$ cat src/rtl/day_3_kdigit_joltage_if.sv
// Stream bundle for the k-digit joltage solver: digit input stream plus puzzle-sum output stream.
// slave is the solver's view; master is the driver/monitor view.
interface day_3_kdigit_joltage_if #(
  parameter int unsigned INPUTWIDTH  = 8,
  parameter int unsigned OUTPUTWIDTH = 64
);
  logic [INPUTWIDTH-1:0]  s_axis_tdata;
  logic                   s_axis_tvalid;
  logic                   s_axis_tready;
  logic                   s_axis_tlast;
  logic                   s_axis_tuser;
  logic [OUTPUTWIDTH-1:0] m_axis_tdata;
  logic                   m_axis_tvalid;
  logic                   m_axis_tready;
  logic                   m_axis_tuser;

  modport slave (
    input  s_axis_tdata, s_axis_tvalid, s_axis_tlast, s_axis_tuser, m_axis_tready,
    output s_axis_tready, m_axis_tdata, m_axis_tvalid, m_axis_tuser
  );

  modport master (
    output s_axis_tdata, s_axis_tvalid, s_axis_tlast, s_axis_tuser, m_axis_tready,
    input  s_axis_tready, m_axis_tdata, m_axis_tvalid, m_axis_tuser
  );
endinterface

$ cat src/rtl/day_3_kdigit_joltage.sv
// Streaming solver: per bank, largest K_DIGITS-digit ordered subsequence (BCD DP), Horner-converted and summed.
// Optional macro DAY3_SATURATE_EN: puzzle sum saturates at all-ones and flags the error bit instead of wrapping.
module day_3_kdigit_joltage #(
  parameter int unsigned INPUTWIDTH  = 8,
  parameter int unsigned OUTPUTWIDTH = 64,
  parameter int unsigned K_DIGITS    = 12
) (
  input  logic                         clk,
  input  logic                         rst_n,
  day_3_kdigit_joltage_if.slave        axis
);

  // Bits needed to hold 10^k - 1.
  function automatic int unsigned min_out_w(input int unsigned k);
    longint unsigned p;
    p = 64'd1;
    for (int unsigned i = 0; i < k; i++) p = p * 64'd10;
    return $clog2(p);
  endfunction

  localparam int unsigned BCD_W     = K_DIGITS * 4;
  localparam int unsigned CNT_W     = $clog2(K_DIGITS + 1);
  localparam int unsigned STEP_W    = (K_DIGITS > 1) ? $clog2(K_DIGITS) : 1;
  localparam int unsigned MIN_OUT_W = min_out_w(K_DIGITS);

  if (K_DIGITS == 0 || K_DIGITS > 16) begin : g_bad_k
    $error("K_DIGITS must be in 1..16");
  end
  if (OUTPUTWIDTH < MIN_OUT_W) begin : g_bad_out
    $error("OUTPUTWIDTH too narrow for K_DIGITS decimal digits");
  end
  if (INPUTWIDTH < 4) begin : g_bad_in
    $error("INPUTWIDTH must be at least 4");
  end
  if (INPUTWIDTH > 4) begin : g_hi_bits
    logic unused_hi;
    assign unused_hi = ^axis.s_axis_tdata[INPUTWIDTH-1:4];
  end

  typedef enum logic [1:0] {
    S_ACCEPT  = 2'd0,
    S_CONVERT = 2'd1,
    S_OUTPUT  = 2'd2
  } state_t;

  state_t                 state_q, state_d;
  logic [BCD_W-1:0]       best_q [K_DIGITS];
  logic [BCD_W-1:0]       best_d [K_DIGITS];
  logic [BCD_W-1:0]       best_upd [K_DIGITS];
  logic [CNT_W-1:0]       cnt_q, cnt_d, cnt_upd;
  logic [CNT_W:0]         cnt_p1;
  logic [BCD_W-1:0]       conv_q, conv_d;
  logic [OUTPUTWIDTH-1:0] acc_q, acc_d, acc_n;
  logic [STEP_W-1:0]      step_q, step_d;
  logic                   end_q, end_d;
  logic [OUTPUTWIDTH-1:0] sum_q, sum_d;
  logic                   err_q, err_d;
  logic [3:0]             digit, conv_digit;
  logic                   is_digit;

  assign digit      = axis.s_axis_tdata[3:0];
  assign is_digit   = (digit <= 4'd9);
  assign cnt_p1     = (CNT_W+1)'(cnt_q) + (CNT_W+1)'(1);
  assign cnt_upd    = !is_digit ? cnt_q :
                      (cnt_p1 > (CNT_W+1)'(K_DIGITS)) ? CNT_W'(K_DIGITS) : cnt_p1[CNT_W-1:0];
  assign conv_digit = conv_q[BCD_W-1 -: 4];
  assign acc_n      = acc_q * OUTPUTWIDTH'(10) + OUTPUTWIDTH'(conv_digit);

  // best[j] = max(best[j], best[j-1]*10 + d); index g holds best[g+1], only reachable lengths update.
  for (genvar g = 0; g < K_DIGITS; g++) begin : g_dp
    logic [BCD_W-1:0] prev;
    logic [BCD_W-1:0] cand;
    if (g == 0) begin : g_first
      assign prev = '0;
    end else begin : g_rest
      assign prev = best_q[g-1];
    end
    assign cand        = (prev << 4) | BCD_W'(digit);
    assign best_upd[g] = (is_digit && (cnt_p1 > (CNT_W+1)'(g)) && (cand > best_q[g])) ? cand
                                                                                   : best_q[g];
  end

`ifdef DAY3_SATURATE_EN
  logic [OUTPUTWIDTH:0] sum_wide;
  assign sum_wide = {1'b0, sum_q} + {1'b0, acc_n};
`endif

  // Next-state and datapath update.
  always_comb begin : fsm_next
    state_d = state_q;
    best_d  = best_q;
    cnt_d   = cnt_q;
    conv_d  = conv_q;
    acc_d   = acc_q;
    step_d  = step_q;
    end_d   = end_q;
    sum_d   = sum_q;
    err_d   = err_q;

    case (state_q)
      S_ACCEPT: begin
        if (axis.s_axis_tvalid) begin
          if (!is_digit) err_d = 1'b1;
          if (axis.s_axis_tlast) begin
            // A short bank leaves best[K] at zero, so it contributes nothing.
            conv_d  = best_upd[K_DIGITS-1];
            end_d   = axis.s_axis_tuser;
            acc_d   = '0;
            step_d  = '0;
            best_d  = '{default: '0};
            cnt_d   = '0;
            if (cnt_upd != CNT_W'(K_DIGITS)) err_d = 1'b1;
            state_d = S_CONVERT;
          end else begin
            best_d = best_upd;
            cnt_d  = cnt_upd;
          end
        end
      end

      S_CONVERT: begin
        acc_d  = acc_n;
        conv_d = conv_q << 4;
        step_d = step_q + STEP_W'(1);
        if (step_q == STEP_W'(K_DIGITS - 1)) begin
`ifdef DAY3_SATURATE_EN
          if (sum_wide[OUTPUTWIDTH]) begin
            sum_d = '1;
            err_d = 1'b1;
          end else begin
            sum_d = sum_wide[OUTPUTWIDTH-1:0];
          end
`else
          sum_d = sum_q + acc_n;
`endif
          state_d = end_q ? S_OUTPUT : S_ACCEPT;
        end
      end

      S_OUTPUT: begin
        if (axis.m_axis_tready) begin
          sum_d   = '0;
          err_d   = 1'b0;
          state_d = S_ACCEPT;
        end
      end

      default: state_d = S_ACCEPT;
    endcase
  end

  // State and datapath registers.
  always_ff @(posedge clk or negedge rst_n) begin : regs
    if (!rst_n) begin
      state_q <= S_ACCEPT;
      best_q  <= '{default: '0};
      cnt_q   <= '0;
      conv_q  <= '0;
      acc_q   <= '0;
      step_q  <= '0;
      end_q   <= 1'b0;
      sum_q   <= '0;
      err_q   <= 1'b0;
    end else begin
      state_q <= state_d;
      best_q  <= best_d;
      cnt_q   <= cnt_d;
      conv_q  <= conv_d;
      acc_q   <= acc_d;
      step_q  <= step_d;
      end_q   <= end_d;
      sum_q   <= sum_d;
      err_q   <= err_d;
    end
  end

  assign axis.s_axis_tready = (state_q == S_ACCEPT);
  assign axis.m_axis_tvalid = (state_q == S_OUTPUT);
  assign axis.m_axis_tdata  = sum_q;
  assign axis.m_axis_tuser  = err_q;

endmodule

$ cat src/flat_wrapper.sv
// flat-port wrapper written by rule: the top's interface ports become plain ports
module day_3_kdigit_joltage_flat 
#(
  parameter int unsigned INPUTWIDTH  = 8,
  parameter int unsigned OUTPUTWIDTH = 64,
  parameter int unsigned K_DIGITS    = 12
)
  (clk, rst_n, axis_s_axis_tdata, axis_s_axis_tvalid, axis_s_axis_tlast, axis_s_axis_tuser, axis_m_axis_tready, axis_s_axis_tready, axis_m_axis_tdata, axis_m_axis_tvalid, axis_m_axis_tuser);
  day_3_kdigit_joltage_if #(.INPUTWIDTH(INPUTWIDTH), .OUTPUTWIDTH(OUTPUTWIDTH)) axis_i ();
  input  logic clk;
  input  logic rst_n;
  input wire logic [$bits(axis_i.s_axis_tdata)-1:0] axis_s_axis_tdata;
  input wire logic [$bits(axis_i.s_axis_tvalid)-1:0] axis_s_axis_tvalid;
  input wire logic [$bits(axis_i.s_axis_tlast)-1:0] axis_s_axis_tlast;
  input wire logic [$bits(axis_i.s_axis_tuser)-1:0] axis_s_axis_tuser;
  input wire logic [$bits(axis_i.m_axis_tready)-1:0] axis_m_axis_tready;
  output wire logic [$bits(axis_i.s_axis_tready)-1:0] axis_s_axis_tready;
  output wire logic [$bits(axis_i.m_axis_tdata)-1:0] axis_m_axis_tdata;
  output wire logic [$bits(axis_i.m_axis_tvalid)-1:0] axis_m_axis_tvalid;
  output wire logic [$bits(axis_i.m_axis_tuser)-1:0] axis_m_axis_tuser;
  assign axis_i.s_axis_tdata = axis_s_axis_tdata;
  assign axis_i.s_axis_tvalid = axis_s_axis_tvalid;
  assign axis_i.s_axis_tlast = axis_s_axis_tlast;
  assign axis_i.s_axis_tuser = axis_s_axis_tuser;
  assign axis_i.m_axis_tready = axis_m_axis_tready;
  assign axis_s_axis_tready = axis_i.s_axis_tready;
  assign axis_m_axis_tdata = axis_i.m_axis_tdata;
  assign axis_m_axis_tvalid = axis_i.m_axis_tvalid;
  assign axis_m_axis_tuser = axis_i.m_axis_tuser;
  day_3_kdigit_joltage #(.INPUTWIDTH(INPUTWIDTH), .OUTPUTWIDTH(OUTPUTWIDTH), .K_DIGITS(K_DIGITS)) u_core (.clk(clk), .rst_n(rst_n), .axis(axis_i));
endmodule
$ cat config.mk
export PLATFORM = sky130hd
export DESIGN_NAME = day_3_kdigit_joltage_flat
export DESIGN_NICKNAME = d
export VERILOG_FILES = /design/src/rtl/day_3_kdigit_joltage_if.sv /design/src/rtl/day_3_kdigit_joltage.sv /design/src/flat_wrapper.sv
export SDC_FILE = /design/constraint.sdc
export NUM_CORES = 2
export LEC_CHECK = 0
export CORE_MARGIN = 1
export CORE_UTILIZATION = 40
export DETAILED_ROUTE_END_ITERATION = 10
export PLACE_DENSITY_LB_ADDON = 0.15
export SYNTH_ARGS = -nofsm -noshare
export SYNTH_HDL_FRONTEND = slang
export SYNTH_SLANG_ARGS = --single-unit
$ cat constraint.sdc
create_clock -name clk -period 8 [get_ports clk]
set_clock_uncertainty 0.2 [all_clocks]
set_input_delay 1.2 -clock clk [delete_from_list [all_inputs] [get_ports clk]]
set_output_delay 1.2 -clock clk [all_outputs]
set_load 0.01 [all_outputs]
==> impl_metrics.tcl <==
set metrics [dict create \
    status "completed" \
    rows 110 \
    rsz0062_at_grt "yes" \
    grt_pass1_wl_mm 158 \
    hold_violations 0 \
    grt_remaining_overflow 0 \
    grt.total_usage_pct 21.0 \
    final.setup.tns_ns 0 \
    remaining_drc_errors 0 \
    nFillCells 8545 \
    synthesis.nets 4436 \
    power_frac_comb_pct 66.6 \
    vias 29000 \
    swShare_pct 47.2 \
    max_stage_delay_ns 0.66 \
    io_buffers 76 \
    synth_cells 3913 \
    grt_pass1_vias 28700 \
    yosysWarnings 0 \
    cts_tree "built" \
    clk_path_buf_depth 3 \
    antenna-diode-count 0 \
    synth-seq-cells 499 \
    finalCriticalPeriod_ns 7.61 \
    layout-area-overhead-vs-synth_pct 12.4 \
    wl_mm 97.0 \
    dp.cells 5063 \
    synth_edf_count 0 \
    die_area_mm2 0.0924 \
    synthDistinctLibCells 85 \
    ioPinCount 81 \
    syn_area_per_cell_um2 9.33 \
    peakVddDrop_v 0.000312 \
    synthArstFlopShare_pct 100 \
    fin_area_mm2 0.0410 \
    cp.arrival_ns 7.95 \
    fin_crit_sh_pct 95.1 \
    powerDensity_mw_per_mm2 490 \
    cap_violations 0 \
    viasPerCell 5.60 \
    drive_gt1_share_pct 5.74 \
    seq_power_share_pct 17.9 \
    routedWlPerCell_um 18.7 \
    start_util_pct 40.5 \
    place_area_mm2 0.0387 \
    required_ns 8.34 \
    critical_path.max_fanout 6 \
    cp-start-kind "flop" \
    clkTransAtPathRegs_ns 0.06 \
    slew_viol_final 0 \
    ys.flop_type "dfrtp_1" \
    place_congestion 0.891 \
    antenna_found_initial 1 \
    p_sw_w 0.00950 \
    reg2reg_depth 31 \
    core_area_mm2 0.0901 \
    worstMarginPinSlew_ns 1.17 \
    nets 4479 \
    cts-root-buf "clkbuf_16" \
    die_w_um 304 \
    dr.pass1.iters 5 \
    relSlewSlack_pct 21.5 \
    hold_class "flop to flop" \
    ant_nets 0 \
    final_cells 5180 \
    path_class "flop to flop" \
    synth_area_mm2 0.0365 \
    min_delay_path_depth 1 \
    clock_latency_ns 0.62 \
    slowest_stage "or4_1" \
    p_leak_nw 19.3 \
    fmax_ghz 0.131 \
    fp.dieH_um 304 \
    p_int_w 0.0106 \
    synth-seq-area-share_pct 34.2 \
    cts_sinks 499 \
    clockPowerShare_pct 15.6 \
    setup_viol 0 \
    hpwl_mm 73.1 \
    grt_start_max_net_pins 131 \
    cts-buffers-inserted 66 \
    first_iter_violations 1642 \
    critPathCaptureType "flop" \
    htreeDepth 3 \
]
-- final cells by class --
type / instances / area (um^2) / area share (%)
clock buffer: 93 / 1990 / 4.84
multi-input combinational: 2902 / 22200 / 54.1
tap: 1176 / 1470 / 3.59
clock inverter: 23 / 310 / 0.756
sequential: 499 / 12500 / 30.4
timing repair buffer: 141 / 1290 / 3.13
inverter: 346 / 1300 / 3.17
-- synthesized netlist by cell type (10+ instances only) --
library cell	n	area [um^2]
and2_1	16	100
dfrtp_1	499	12500
o211ai_1	11	82.6
a21o_1	139	1040
nor2_1	155	582
nor3_1	54	270
ha_1	506	6330
nand4_1	115	719
clkbuf_1	145	544
a31oi_1	29	181
xor2_1	57	499
a211oi_1	15	113
o31ai_1	14	105
o21a_1	46	345
inv_1	346	1300
nor4_1	17	106
and3_1	19	119
xnor2_1	101	885
o22ai_1	37	231
nor2b_1	60	375
buf_2	10	50.1
o21ai_0	247	1240
mux2i_1	119	1190
nand2_1	198	743
nor3b_1	10	75.1
nand3_1	108	541
a21oi_1	237	1190
a22o_1	295	2580
o21bai_1	31	233
nand2b_1	53	332
and4_1	11	96.3
a22oi_1	44	330
-- critical path, delay by kind of cell (launching register included) --
kind	cells	cell delay [ns]
buf+inv	3	0.57
compound gates	9	1.67
flops	1	0.40
fa+ha+maj	4	1.31
simple gates	12	2.66
xor+xnor	3	0.76
-- cell families after synthesis --
| group | after synthesis | share of synthesized area (%) |
|---|---|---|
| buf+inv | 512 | 5.35 |
| simple gates | 870 | 12.3 |
| xor+xnor | 159 | 3.85 |
| mux | 119 | 3.26 |
| compound gates | 1245 | 23.5 |
| flops | 499 | 34.2 |
| fa+ha+maj | 509 | 17.5 |
-- registers in the layout, summed over array words and instances, names as in the netlist --
signal / cells
u_core.axis.m_axis_tdata: 64
u_core.acc_q: 63
u_core.conv_q: 48
u_core.cnt_q: 4
u_core.axis.m_axis_tuser: 1
u_core.best_q: 48
u_core.state_q: 2
u_core.g_dp.prev: 264
u_core.step_q: 4
u_core.end_q: 1
-- layout by cell type (no fill, tap or decap), types with 53 or more instances in the layout --
cell type,Yosys,layout
nor2b_1,60,56
a21o_1,139,139
mux2i_1,119,119
xnor2_1,101,100
a21oi_1,237,237
inv_1,346,346
dfrtp_1,499,499
ha_1,506,506
xor2_1,57,57
a22o_1,295,295
nor2_1,155,152
nand3_1,108,108
o21ai_0,247,246
nand4_1,115,115
nand2b_1,53,53
clkbuf_16,0,68
nand2_1,198,195
buf_4,1,62
clkdlybuf4s50_1,0,74
-- through the flow --
stage               hold slack (ns)  total power [W]  util (%)  worst slack (ns)
floorplan                     0.246           0.0134         -             0.842
global placement              0.261           0.0168      42.9             0.223
detailed placement            0.269           0.0168      42.9             0.122
CTS                           0.282           0.0201      45.4            0.0772
global route                  0.304           0.0219      45.5           -0.0928
finish                        0.277           0.0201      45.5             0.389
-- power by group through the flow --
stage                     sequential (W)  combinational [W]  clock [W]
final                            0.00360             0.0134    0.00313
after global routing             0.00368             0.0149    0.00331
after floorplan                  0.00350            0.00993          0
after detailed placement         0.00364             0.0132          0
after CTS                        0.00361             0.0132    0.00322
after global placement           0.00364             0.0131          0
-- repair_timing --
item,4_1_cts,5_1_grt
setup buffers,0,1
setup endpoints to repair,0,5
hold buffers,0,0
resized for setup,0,12
-- worst paths after layout --
path	endpoint	slack (ns)	from
max in group asynchronous	u_core.g_dp[7].prev[23]	6.01	rst_n
min in group asynchronous	u_core.axis.m_axis_tdata[51]	0.33	rst_n
worst min-delay path	u_core.axis.m_axis_tuser	0.28	u_core.axis.m_axis_tuser
worst max register to register	u_core.axis.m_axis_tdata[63]	0.39	u_core.acc_q[3]
worst max-delay path	u_core.axis.m_axis_tdata[63]	0.39	u_core.acc_q[3]
worst min register to register	u_core.axis.m_axis_tuser	0.28	u_core.axis.m_axis_tuser
-- metal layers --
layer | GRT usage [%] | vias to the layer above | wire length [um]
met5 | 0 | - | 0
met2 | 35.2 | 382 | 45500
met1 | 27.9 | 13900 | 45700
met4 | 7.13 | 0 | 3220
li1 | - | 14500 | -
met3 | 2.81 | 160 | 2610
(Power assumes the default switching activity.)
